**src/rtl/serdes_pkg.sv**
```systemverilog
// serdes_pkg
// Shared definitions for the serial link transmitter (parallel_to_serial)
// and its matching receiver, so both ends agree on bit-order encoding and
// counter sizing.
//   serdes_state_t : shifter state, IDLE or SHIFT
//   LSB_FIRST_ENC  : LSB_FIRST value that selects bit 0 first
//   MSB_FIRST_ENC  : LSB_FIRST value that selects bit DATA_WIDTH-1 first
//   cnt_width()    : width of a bit counter that spans 0..width-1
package serdes_pkg;

    typedef enum logic {
        IDLE  = 1'b0,
        SHIFT = 1'b1
    } serdes_state_t;

    localparam bit LSB_FIRST_ENC = 1'b1;
    localparam bit MSB_FIRST_ENC = 1'b0;

    function automatic int cnt_width(input int width);
        return (width < 2) ? 1 : $clog2(width);
    endfunction

endpackage

```
**src/rtl/piso_hold_buf.sv**
```systemverilog
// piso_hold_buf
// One-word holding register that lets the next word wait while the current
// frame is still being shifted out.
//   clk        : clock, rising edge
//   reset      : asynchronous active-low reset
//   capture    : store load_data into hold (word accepted while shifting)
//   drain      : hold has been moved into the shifter; mark it empty
//   load_data  : word to capture
//   hold       : held word
//   hold_full  : hold contains a word not yet sent
//   load_ready : !hold_full, driven straight from a flop
module piso_hold_buf #(
    parameter int DATA_WIDTH = 8
) (
    input  logic                  clk,
    input  logic                  reset,
    input  logic                  capture,
    input  logic                  drain,
    input  logic [DATA_WIDTH-1:0] load_data,
    output logic [DATA_WIDTH-1:0] hold,
    output logic                  hold_full,
    output logic                  load_ready
);

    always_ff @(posedge clk or negedge reset) begin
        if (!reset) begin
            hold      <= '0;
            hold_full <= 1'b0;
        end else if (capture) begin
            hold      <= load_data;
            hold_full <= 1'b1;
        end else if (drain) begin
            hold_full <= 1'b0;
        end
    end

    assign load_ready = !hold_full;

endmodule

```
**src/rtl/parallel_to_serial.sv**
```systemverilog
// parallel_to_serial
// Accepts parallel words on a valid/ready handshake and shifts them out one
// bit per clock, marking the first and last bit of each frame. A holding
// register lets consecutive words stream with no idle cycle between frames.
//   clk          : clock, rising edge
//   reset        : asynchronous active-low reset
//   load_valid   : word available on load_data
//   load_data    : word to transmit, sampled only at the accept edge
//   load_ready   : block can accept a word this cycle
//   serial_data  : current serial bit (0 when idle)
//   serial_valid : serial_data carries a frame bit
//   frame_start  : first bit of a frame
//   frame_end    : last bit of a frame
//
// state | meaning
// IDLE  | shifter empty, nothing on the serial line
// SHIFT | one frame bit driven per cycle, bit_cnt selects its position
module parallel_to_serial
    import serdes_pkg::*;
#(
    parameter int DATA_WIDTH = 8,
    parameter bit LSB_FIRST  = LSB_FIRST_ENC
) (
    input  logic                  clk,
    input  logic                  reset,
    input  logic                  load_valid,
    input  logic [DATA_WIDTH-1:0] load_data,
    output logic                  load_ready,
    output logic                  serial_data,
    output logic                  serial_valid,
    output logic                  frame_start,
    output logic                  frame_end
);

    localparam int            CW       = cnt_width(DATA_WIDTH);
    localparam logic [CW-1:0] LAST_BIT = CW'(DATA_WIDTH - 1);

    serdes_state_t         state, state_nxt;
    logic [DATA_WIDTH-1:0] shreg, shreg_nxt, shreg_shifted;
    logic [DATA_WIDTH-1:0] hold;
    logic [CW-1:0]         bit_cnt, bit_cnt_nxt;
    logic                  hold_full;
    logic                  hold_capture;
    logic                  hold_drain;
    logic                  accept;
    logic                  last_bit;

    piso_hold_buf #(
        .DATA_WIDTH (DATA_WIDTH)
    ) u_hold (
        .clk        (clk),
        .reset      (reset),
        .capture    (hold_capture),
        .drain      (hold_drain),
        .load_data  (load_data),
        .hold       (hold),
        .hold_full  (hold_full),
        .load_ready (load_ready)
    );

    assign accept   = load_valid && load_ready;
    assign last_bit = (state == SHIFT) && (bit_cnt == LAST_BIT);

    assign shreg_shifted = (LSB_FIRST == LSB_FIRST_ENC) ? (shreg >> 1) : (shreg << 1);

    always_ff @(posedge clk or negedge reset) begin
        if (!reset) begin
            state   <= IDLE;
            shreg   <= '0;
            bit_cnt <= '0;
        end else begin
            state   <= state_nxt;
            shreg   <= shreg_nxt;
            bit_cnt <= bit_cnt_nxt;
        end
    end

    always_comb begin
        state_nxt    = state;
        shreg_nxt    = shreg;
        bit_cnt_nxt  = bit_cnt;
        hold_capture = 1'b0;
        hold_drain   = 1'b0;
        case (state)
            IDLE: begin
                if (accept) begin
                    shreg_nxt   = load_data;
                    bit_cnt_nxt = '0;
                    state_nxt   = SHIFT;
                end
            end
            SHIFT: begin
                if (last_bit) begin
                    bit_cnt_nxt = '0;
                    // load_ready is low whenever hold is full, so an accept
                    // cannot coincide with a drain.
                    if (hold_full) begin
                        shreg_nxt  = hold;
                        hold_drain = 1'b1;
                    end else if (accept) begin
                        shreg_nxt = load_data;
                    end else begin
                        shreg_nxt = '0;
                        state_nxt = IDLE;
                    end
                end else begin
                    shreg_nxt    = shreg_shifted;
                    bit_cnt_nxt  = bit_cnt + CW'(1);
                    hold_capture = accept;
                end
            end
            default: state_nxt = IDLE;
        endcase
    end

    assign serial_valid = (state == SHIFT);
    assign serial_data  = serial_valid &&
                          ((LSB_FIRST == LSB_FIRST_ENC) ? shreg[0] : shreg[DATA_WIDTH-1]);
    assign frame_start  = serial_valid && (bit_cnt == '0);
    assign frame_end    = last_bit;

endmodule

```
**config.mk**
```make
export PLATFORM = sky130hd
export DESIGN_NAME = parallel_to_serial
export DESIGN_NICKNAME = d
export VERILOG_FILES = /design/src/rtl/serdes_pkg.sv /design/src/rtl/piso_hold_buf.sv /design/src/rtl/parallel_to_serial.sv
export SDC_FILE = /design/constraint.sdc
export NUM_CORES = 1
export LEC_CHECK = 0
export ABC_CLOCK_PERIOD_IN_PS = 1500
export CORE_ASPECT_RATIO = 1.1
export CORE_MARGIN = 2
export CORE_UTILIZATION = 46
export DETAILED_ROUTE_END_ITERATION = 12
export GPL_ROUTABILITY_DRIVEN = 0
export GPL_TIMING_DRIVEN = 0
export HOLD_SLACK_MARGIN = 0.05
export PLACE_DENSITY = 0.73
export RECOVER_POWER = 100
export SLEW_MARGIN = 20
export SYNTH_ARGS = -nofsm -noshare
export SYNTH_HDL_FRONTEND = slang
export SYNTH_SLANG_ARGS = --single-unit
```
**constraint.sdc**
```tcl
create_clock -name clk -period 1.5 [get_ports clk]
set_input_delay 0.3 -clock clk [delete_from_list [all_inputs] [get_ports clk]]
set_output_delay 0.3 -clock clk [all_outputs]
set_load 0.03 [all_outputs]
```
## After elaboration in Yosys (flattened, before gate mapping)

Cells that the tools add are included.

| operators by class | value |
|---|---|
| shift-type cells | 0 |
| multiplexer cells | 19 |
| divide/modulo/power cells | 0 |
| multiply operators | 0 |
| bitwise logic cells | 1 |
| eq/ne operators | 2 |
| magnitude comparators | 0 |
| reduce and logical (&&, ||, !) cells | 7 |
| add/subtract/negate cells | 1 |

Operators with widths:

| kind | count |
|---|---|
| two-way mux 8 bit | 4 |
| one-hot mux 8 bit (2 select lines) | 1 |
| two-way mux 1 bit | 10 |
| two-way mux 3 bit | 2 |
| one-hot mux 3 bit (2 select lines) | 1 |
| logical AND 1 bit | 4 |
| adder 3 x 1 -> 3 bit (second input constant) | 1 |
| == test 3 bit (second input constant) | 1 |
| logical NOT 3 bit | 1 |
| != test 2 bit (second input constant) | 1 |
| one-hot mux 1 bit (2 select lines) | 1 |
| nonzero test 2 bit | 1 |
| logical NOT 1 bit | 1 |
| inverter 1 bit | 1 |

| word-level totals | value |
|---|---|
| input port bits | 11 |
| bits in read-only memories | 0 |
| memories | 0 |
| memory bits (writable) | 0 |
| output and inout port bits | 5 |
| bits in latches | 0 |
| word-level logic and storage cells | 35 |
| register bits after elaboration | 21 |

## Logic depth before layout (Yosys ltp)

Gate-level depths: netlist of the first run.

| depth | value |
|---|---|
| depth in word-level cells | 6 |
| gate-level depth with buffers | 6 |
| mapped depth without buffers | 5 |

## Hierarchy

Synthesis of the first run repeated with hierarchy kept, for this count alone.

| second synthesis, totals | value |
|---|---|
| cell total of the unflattened synthesis | 114 |
| area total of the unflattened synthesis | 1179.9 um^2 |

Modules (own cells, without submodules):

| module | cells each | area each (um^2) | instances |
|---|---|---|---|
| parallel_to_serial | 94 | 812.0 | 1 |
| piso_hold_buf | 20 | 367.9 | 1 |

## Worst setup path after synthesis of the first run

OpenSTA, ideal clock, no wires.

| path | value |
|---|---|
| path type | register to register |
| start point | reg bit_cnt[0] |
| end point | reg u_hold.hold[0] |
| cell stages (with the launch flop) | 7 |
| path buffers | 1 |
| data arrival time | 1.526 ns |
| data required time | 1.375 ns |
| setup time | 0.125 ns |
| path slack | -0.151 ns |
| cells stage by stage | dfrtp_1 ha_1 ha_1 nand2b_1 buf_4 nor2_8 mux2_2 |

| between the ends | value |
|---|---|
| longest elaborated chain between the ends | 4 |

Ends and longest elaborated chain:

| what | line | source |
|---|---|---|
| start: declaration | parallel_to_serial.sv:41 | `logic [CW-1:0] bit_cnt, bit_cnt_nxt;` |
| start signal: assignment | parallel_to_serial.sv:74 | `bit_cnt <= bit_cnt_nxt;` |
| == test 3 bit | parallel_to_serial.sv:62 | `assign last_bit = (state == SHIFT) && (bit_cnt == LAST_BIT);` |
| logical AND 1 bit | parallel_to_serial.sv:62 |  |
| two-way mux 1 bit | parallel_to_serial.sv:93 | `if (last_bit) begin` |
| two-way mux 1 bit | parallel_to_serial.sv:84 | `case (state)` |
| end signal: assignment | piso_hold_buf.sv:30 | `hold <= load_data;` |
| end: declaration | piso_hold_buf.sv:20 | `output logic [DATA_WIDTH-1:0] hold,` |

Every way passes these cells.
A chain may end at the register's enable or synchronous reset.

## Final worst setup path of the first run

| path | value |
|---|---|
| start point | reg bit_cnt[1] |
| end point | out frame_end |

| between the ends | value |
|---|---|
| longest elaborated chain between the ends | 2 |

Ends and longest elaborated chain:

| what | line | source |
|---|---|---|
| == test 3 bit | parallel_to_serial.sv:62 |  |
| logical AND 1 bit | parallel_to_serial.sv:62 |  |
| end: declaration | parallel_to_serial.sv:32 | `output logic frame_end` |

Every way passes these cells.

==> impl_summary.txt, run 1 <==
----------------------------------------------------
[Floorplanning]
  Core Footprint ... 0.00202 mm2
  Num ports ... 16
  Initial core utilization ... 49.2%
  Die width ... 48.3 um
  Std-Cell Rows ... 17
  Die area ... 0.00255 mm2
  Height of the die ... 52.7 um

[STA]
  Summed negative setup slack over all endpoints ... -1.40 ns
  Time the final worst path needs with I/O delays and setup ... 1.65 ns
  Transition at the pin with the smallest max-transition slack ... 0.921 ns
  Max-slew violation count ... 0
  Worst setup slack after layout ... -0.152 ns
  Max-Slew Margin vs Limit ... 38.4%
  Unrepaired setup endpoints after global routing ... true
  Number of setup violations in the final report ... 18
  Endpoints failing hold ... 0
  Final period util ... 110%
  Clock Skew ... 0.0126 ns
  Max Fclk ... 605 MHz

[Worst setup path]
  Logic depth of the worst register-to-register path ... 7
  CP Max Fanout ... 3
  Kind of cell adding the most delay to the critical path ... flip-flops
  Destination of the worst register-to-register timing path ... shreg[7]
  Cell Chain, Critical Path ... ha_2 -> ha_4 -> and2_4 -> buf_6
  FF-to-FF setup slack ... -0.10 ns
  Critical path required time ... 1.20 ns
  Critical path arrival ... 1.35 ns
  CP max-delay cell ... dfrtp_1
  WS Path Type ... reg -> out
  Startpoint kind of the worst setup timing path ... flip-flop
  Number of buffer and inverter instances along the worst setup path ... 1
  Worst reg2reg startpoint ... bit_cnt[1]
  Crit path largest cell delay ... 0.41 ns
  CP endpoint kind ... output port

[Synth]
  Sequential-to-total area share from yosys stat ... 52.9%
  Number of synthesized register bits ... 21
  Number of nets produced by synthesis ... 95
  Largest cells by area after synthesis ... dfrtp_1 (53%), mux2_2 (10%), a221oi_1 (6.2%), o2bb2ai_1 (6.2%), ha_1 (3.8%)
  Syn Std Cell Area ... 993 um2
  Portion of synthesized cell area occupied by the leading cell type ... 52.9%
  Mean Syn Cell Area ... 12.3 um2
  Number of library cell types mapped by synthesis ... 23
  Post-Synthesis Cells ... 81
  Area leader, netlist ... dfrtp_1
  Yosys warning count ... 0

[Routing]
  First-pass iteration count of the detailed router ... 3
  Sum of routed wire length over all layers ... 2120 um
  Initial DRC Count ... 6
  Mean number of vias per cell ... 5.49
  Routed length per instance ... 15.9 um
  Detailed-route via count ... 730
  Antenna Violating Nets Remaining ... 0
  DRC ... 0

[Power and ir drop]
  Power per Cell Area ... 2120 mW/mm2
  Leakage dissipation ... 0.610 nW
  Total power consumption of the routed design ... 2.94 mW
  Maximum ir drop on the vdd rail ... 1.24 mV

[Clock network]
  CTS max path bufs ... 2
  Clock tree root driver cell ... clkbuf_4
  TritonCTS clock tree ... yes
  Clock buffers created by TritonCTS ... 3
  CTS clk-pin slew, worst paths ... 0.10 ns
  Worst-skew pair later-pin latency ... 0.31 ns
  Number of hold buffers added after CTS ... 0
  Number of clock sinks ... 21
  H-tree depth reported by CTS ... 1

[Finish]
  Share of layout cells above drive strength 1 ... 43.8%
  End-of-flow core utilization ... 68.8%
  Post-layout nets ... 120
  Ant diodes ... 0
  Sequential cell area ... 527 um2
  Multi-input gate area in the final layout ... 549 um2
  Final instance area ... 0.00139 mm2
  Syn-to-layout area delta ... 39.9%
  Fill cell count ... 145

[Place]
  Count of buffers from port buffering ... 15
  Pre-CTS setup slack ... -0.320 ns
  Estimated wirelength of the detail-placed design ... 1340 um
  Cell area after placement ... 0.00124 mm2

[Status]
  Run status ... complete, but fails checks
  Failing checks ... setup timing

[Global routing]
  Number of antenna violations at the first check in global routing ... 0
  Vias in the first global route ... 742
  Leftover overflow at the end of global routing ... 0
  Aggregate global-route resource usage ... 18.5%
  Global-route wire length before repair ... 3460 um
  Pin count of the biggest net entering global routing ... 22

[Min path]
  End point of the worst hold path ... shreg[0]
  Hold path cells ... 1
  Class of the tightest hold or removal check ... reg -> reg
  Worst min-delay path startpoint ... shreg[0]

[Flow run]
  # Max-Cap Violations ... 0

----------------------------------------------------
## where the power goes
| group | internal [mW] | leakage (nW) | switching, mW |
|---|---|---|---|
| sequential | 0.850 | 0.247 | 0.207 |
| clock | 0.104 | 0.0150 | 0.170 |
| combinational | 0.841 | 0.348 | 0.771 |
| total | 1.80 | 0.610 | 1.15 |
## state kept, by name (all words and copies together) (netlist names)
name / cells
bit_cnt: 3
serial_valid: 1
shreg: 8
u_hold.hold: 8
u_hold.hold_full: 1
## worst max-delay path by stage
| stage | from | end | slack [ns] | cells after the start |
|---|---|---|---|---|
| 2_1_floorplan | bit_cnt[1] | u_hold.hold[0] | -0.11 | 6 |
| 3_3_place_gp | bit_cnt[1] | frame_end | -0.29 | 4 |
| 3_5_place_dp | bit_cnt[1] | frame_end | -0.32 | 4 |
| 4_1_cts | bit_cnt[1] | frame_end | -0.16 | 4 |
| 5_1_grt | bit_cnt[1] | frame_end | -0.21 | 4 |
| 6_report | bit_cnt[1] | frame_end | -0.15 | 4 |
## cells in the final DEF (no fill, tap or decap), types with 2 or more instances in the layout
master,Yosys,routed
clkdlybuf4s50_1,0,9
ha_4,0,2
a221oi_2,0,7
nor2_1,8,8
mux2_4,0,9
a22o_1,2,2
clkbuf_4,0,3
inv_1,4,2
buf_4,3,5
and2_1,3,2
o2bb2ai_1,7,7
dfrtp_1,21,20
buf_6,0,6
## metrics by stage
step / cells / hold slack (ns)
2_1_floorplan: 81 / 0.00441
3_3_place_gp: 124 / 0.466
3_5_place_dp: 124 / 0.476
4_1_cts: 132 / 0.501
5_1_grt: 133 / 0.524
6_report: 133 / 0.499
## logic make-up (layout without fill, tap and decap cells)
kind of cell,count (synthesis),in the layout,share of synthesized area [%]
flops,21,21,52.9
simple gates,20,20,12.2
compound gates,19,19,16.2
mux,9,9,10.2
buf+inv,9,33,4.66
fa+ha+maj,3,3,3.78
## synthesized netlist by cell type
cell type  instances
dfrtp_1           21
mux2_2             9
nor2_1             8
a221oi_1           7
o2bb2ai_1          7
inv_1              4
and2_1             3
buf_4              3
ha_1               3
a22o_1             2
nor2b_1            2
a221o_1            1
and3_1             1
and3b_1            1
buf_2              1
clkbuf_1           1
nand2_1            1
nand2b_1           1
nand2b_2           1
nor2_2             1
nor2_8             1
o21ai_0            1
o22ai_1            1
## final cells by class
cell class / count / area share, %
Multi-Input combinational cell: 51 / 39.5
Timing Repair Buffer: 22 / 15.0
Tap cell: 28 / 2.52
Buffer: 3 / 1.89
Inverter: 4 / 1.26
Sequential cell: 21 / 37.9
Clock buffer: 4 / 1.89
## timing repair
| action | 4_1_cts | 5_1_grt |
|---|---|---|
| setup endpoints to repair | 13 | 19 |
| gates cloned | 0 | 1 |
| gates resized for setup | 34 | 14 |
| pin swaps | 2 | 6 |
| buffers inserted | 5 | 2 |
## routing by layer
layer	vias up	part of all wire, %	global-route usage (%)
li1	346	-	-
met5	-	0	0
met1	369	45	21.0
met2	13	50	32.2
met4	0	0.76	7.62
met3	2	3.5	6.57
Power figures use the tool's default switching activity.
==> run 2: changes to the inputs <==
- GPL_ROUTABILITY_DRIVEN: 0 -> default
- GPL_TIMING_DRIVEN: 0 -> 1
==> run 2 against run 1 <==
The flow still finishes with violations (setup timing). Clock power up 3%. Highest routed layer unchanged. Flip-flop and latch count is the same. Largest power group unchanged. Critical path depth unchanged. Largest cell class is now flip-flops and latches. Maximum frequency down 0.64%. Critical endpoint unchanged.
==> impl_summary.txt, run 2 (synthesis gave the netlist of run 1 again) <==
----------------------------------------------------
[Power and ir drop]
  Power per Cell Area ... 2120 mW/mm2 (about the same)
  Leakage dissipation ... 0.610 nW (about the same)
  Maximum ir drop on the vdd rail ... 1.21 mV (was 1.24 mV)
  Total power consumption of the routed design ... 2.89 mW (was 2.94 mW)

[Clock network]
  Clock tree root driver cell ... clkbuf_4 (unchanged)
  H-tree depth reported by CTS ... 1 (unchanged)
  CTS max path bufs ... 2 (unchanged)
  Number of clock sinks ... 21 (unchanged)
  CTS clk-pin slew, worst paths ... 0.13 ns (was 0.10 ns)
  Worst-skew pair later-pin latency ... 0.31 ns (about the same)
  TritonCTS clock tree ... yes (unchanged)
  Clock buffers created by TritonCTS ... 3 (unchanged)

[Floorplanning]
  Num ports ... 16 (unchanged)
  Initial core utilization ... 49.2% (unchanged)
  Height of the die ... 52.7 um (unchanged)
  Die width ... 48.3 um (unchanged)
  Std-Cell Rows ... 17 (unchanged)
  Core Footprint ... 0.00202 mm2 (unchanged)
  Die area ... 0.00255 mm2 (unchanged)

[Finish]
  Most frequent standard cell in the layout excluding fill and tap cells ... dfrtp_1 (unchanged)
  Share of layout cells above drive strength 1 ... 41.7% (was 43.8%)
  Ant diodes ... 0 (unchanged)
  Final instance area ... 0.00136 mm2 (was 0.00139 mm2)
  Most used cells in the layout excluding fill and tap cells ... dfrtp_1 (20), buf_4 (11), clkdlybuf4s50_1 (9) (was dfrtp_1 (20), mux2_4 (9), clkdlybuf4s50_1 (9))
  Syn-to-layout area delta ... 37.3% (was 39.9%)
  Post-layout nets ... 123 (was 120)
  Filler-free cell count of the finished design ... 136 (was 133)
  Leading registers by flop count ... shreg (8), u_hold.hold (8), bit_cnt (3) (unchanged)

[Global routing]
  Pin count of the biggest net entering global routing ... 22 (unchanged)
  Global-route wire length before repair ... 3650 um (was 3460 um)
  Number of antenna violations at the first check in global routing ... 0 (unchanged)
  Aggregate global-route resource usage ... 19.6% (was 18.5%)
  Vias in the first global route ... 786 (was 742)
  Leftover overflow at the end of global routing ... 0 (unchanged)

[Place]
  Count of buffers from port buffering ... 15 (unchanged)
  Cell area after placement ... 0.00127 mm2 (was 0.00124 mm2)
  Estimated wirelength of the detail-placed design ... 1410 um (was 1340 um)
  Placer's final routability congestion estimate ... 0.842
  Inst Count DP ... 130 (was 124)

[STA]
  Clock Skew ... 0.00892 ns (was 0.0126 ns)
  Hold WS ... 0.471 ns (was 0.499 ns)
  Worst setup slack after layout ... -0.162 ns (was -0.152 ns)
  Max Fclk ... 602 MHz (was 605 MHz)
  Summed negative setup slack over all endpoints ... -0.947 ns (was -1.40 ns)
  Max-slew violation count ... 0 (unchanged)
  Unrepaired setup endpoints after global routing ... true (unchanged)
  Time the final worst path needs with I/O delays and setup ... 1.66 ns (was 1.65 ns)
  Final period util ... 111% (was 110%)
  Max-Slew Margin vs Limit ... 65.3% (was 38.4%)
  Number of setup violations in the final report ... 11 (was 18)
  Endpoints failing hold ... 0 (unchanged)
  Transition at the pin with the smallest max-transition slack ... 0.521 ns (was 0.921 ns)

[Worst setup path]
  WS Path Type ... reg -> out (unchanged)
  Critical path arrival ... 1.36 ns (was 1.35 ns)
  Critical path required time ... 1.20 ns (about the same)
  Crit path largest cell delay ... 0.41 ns (about the same)
  Startpoint kind of the worst setup timing path ... flip-flop (unchanged)
  Cell Chain, Critical Path ... ha_2 -> ha_4 -> and2_4 -> buf_6 (unchanged)
  CP max-delay cell ... dfrtp_1 (unchanged)
  Number of buffer and inverter instances along the worst setup path ... 1 (unchanged)
  CP endpoint kind ... output port (unchanged)
  CP Max Fanout ... 4 (was 3)
  Kind of cell adding the most delay to the critical path ... flip-flops (unchanged)

[Status]
  Run status ... complete, but fails checks (unchanged)
  Failing checks ... setup timing (unchanged)

[Flow run]
  # Max-Cap Violations ... 0 (unchanged)

[Routing]
  First-pass iteration count of the detailed router ... 4 (was 3)
  Antenna Violating Nets Remaining ... 0 (unchanged)
  Initial DRC Count ... 4 (was 6)
  Detailed-route via count ... 732 (was 730)
  Sum of routed wire length over all layers ... 2130 um (was 2120 um)
  DRC ... 0 (unchanged)
  Routed length per instance ... 15.7 um (was 15.9 um)
  Mean number of vias per cell ... 5.38 (was 5.49)

[Min path]
  Class of the tightest hold or removal check ... in -> async (was reg -> reg)

----------------------------------------------------
-- run 2: cell types whose count changed in the layout (fill, tap and decap cells not counted), moves of 2 or more --
| cell | previous run | this run |
|---|---|---|
| a221oi_1 | 0 | 5 |
| a221oi_2 | 7 | 2 |
| buf_4 | 5 | 11 |
| buf_6 | 6 | 4 |
| clkbuf_2 | 1 | 3 |
-- run 2: cell type report --
type | instances | area, um2
Clock buffer | 3 | 22.5
Clock inverter | 1 | 5.00
Fill cell | 150 | 657
Inverter | 4 | 17.5
Multi-Input combinational cell | 51 | 514
Sequential cell | 21 | 527
Tap cell | 28 | 35.0
Timing Repair Buffer | 28 | 243
-- run 2: power breakdown --
group / internal, mW / switching (mW) / total (mW) / leakage, nW
clock: 0.0994 / 0.181 / 0.281 / 0.0177
sequential: 0.849 / 0.195 / 1.04 / 0.247
combinational: 0.831 / 0.733 / 1.56 / 0.345
-- run 2: final timing paths --
| path | from | endpoint | slack [ns] | cells past startpoint |
|---|---|---|---|---|
| min in group clk | shreg[6] | shreg[6] | 0.51 | 1 |
| worst max-delay path | bit_cnt[0] | frame_end | -0.16 | 4 |
| worst min register to register | shreg[6] | shreg[6] | 0.51 | 1 |
| worst min-delay path | reset | bit_cnt[2] | 0.47 | 2 |
| worst max register to register | bit_cnt[0] | u_hold.hold[2] | -0.08 | 5 |
| max in group asynchronous | reset | serial_valid | 0.66 | 2 |
-- run 2: metrics by stage --
stage          setup WS (ns)  util [%]
6_report              -0.162      67.5
5_1_grt               -0.216      67.5
4_1_cts               -0.157      66.4
3_5_place_dp          -0.139      63.0
3_3_place_gp         -0.0933      63.0
2_1_floorplan         -0.106         -
-- run 2: routing by layer --
metal	GRT usage, %	wire length, um
met5	0	0
met1	24.4	1000
met4	12.4	16
met2	31.9	1060
met3	3.43	52
-- run 2: timing repair --
action                     CTS  global route
setup endpoints to repair   19            19
pin swaps                    2             3
setup buffers                1             0
cloned                       1             0
hold buffers                 0             0
resized for setup           12             9
==> run 3: changes to the inputs <==
- ABC_CLOCK_PERIOD_IN_PS: 1500 -> default
==> results of run 3 <==
No change in the layout: final DEF, timing and power equal those of run 2.
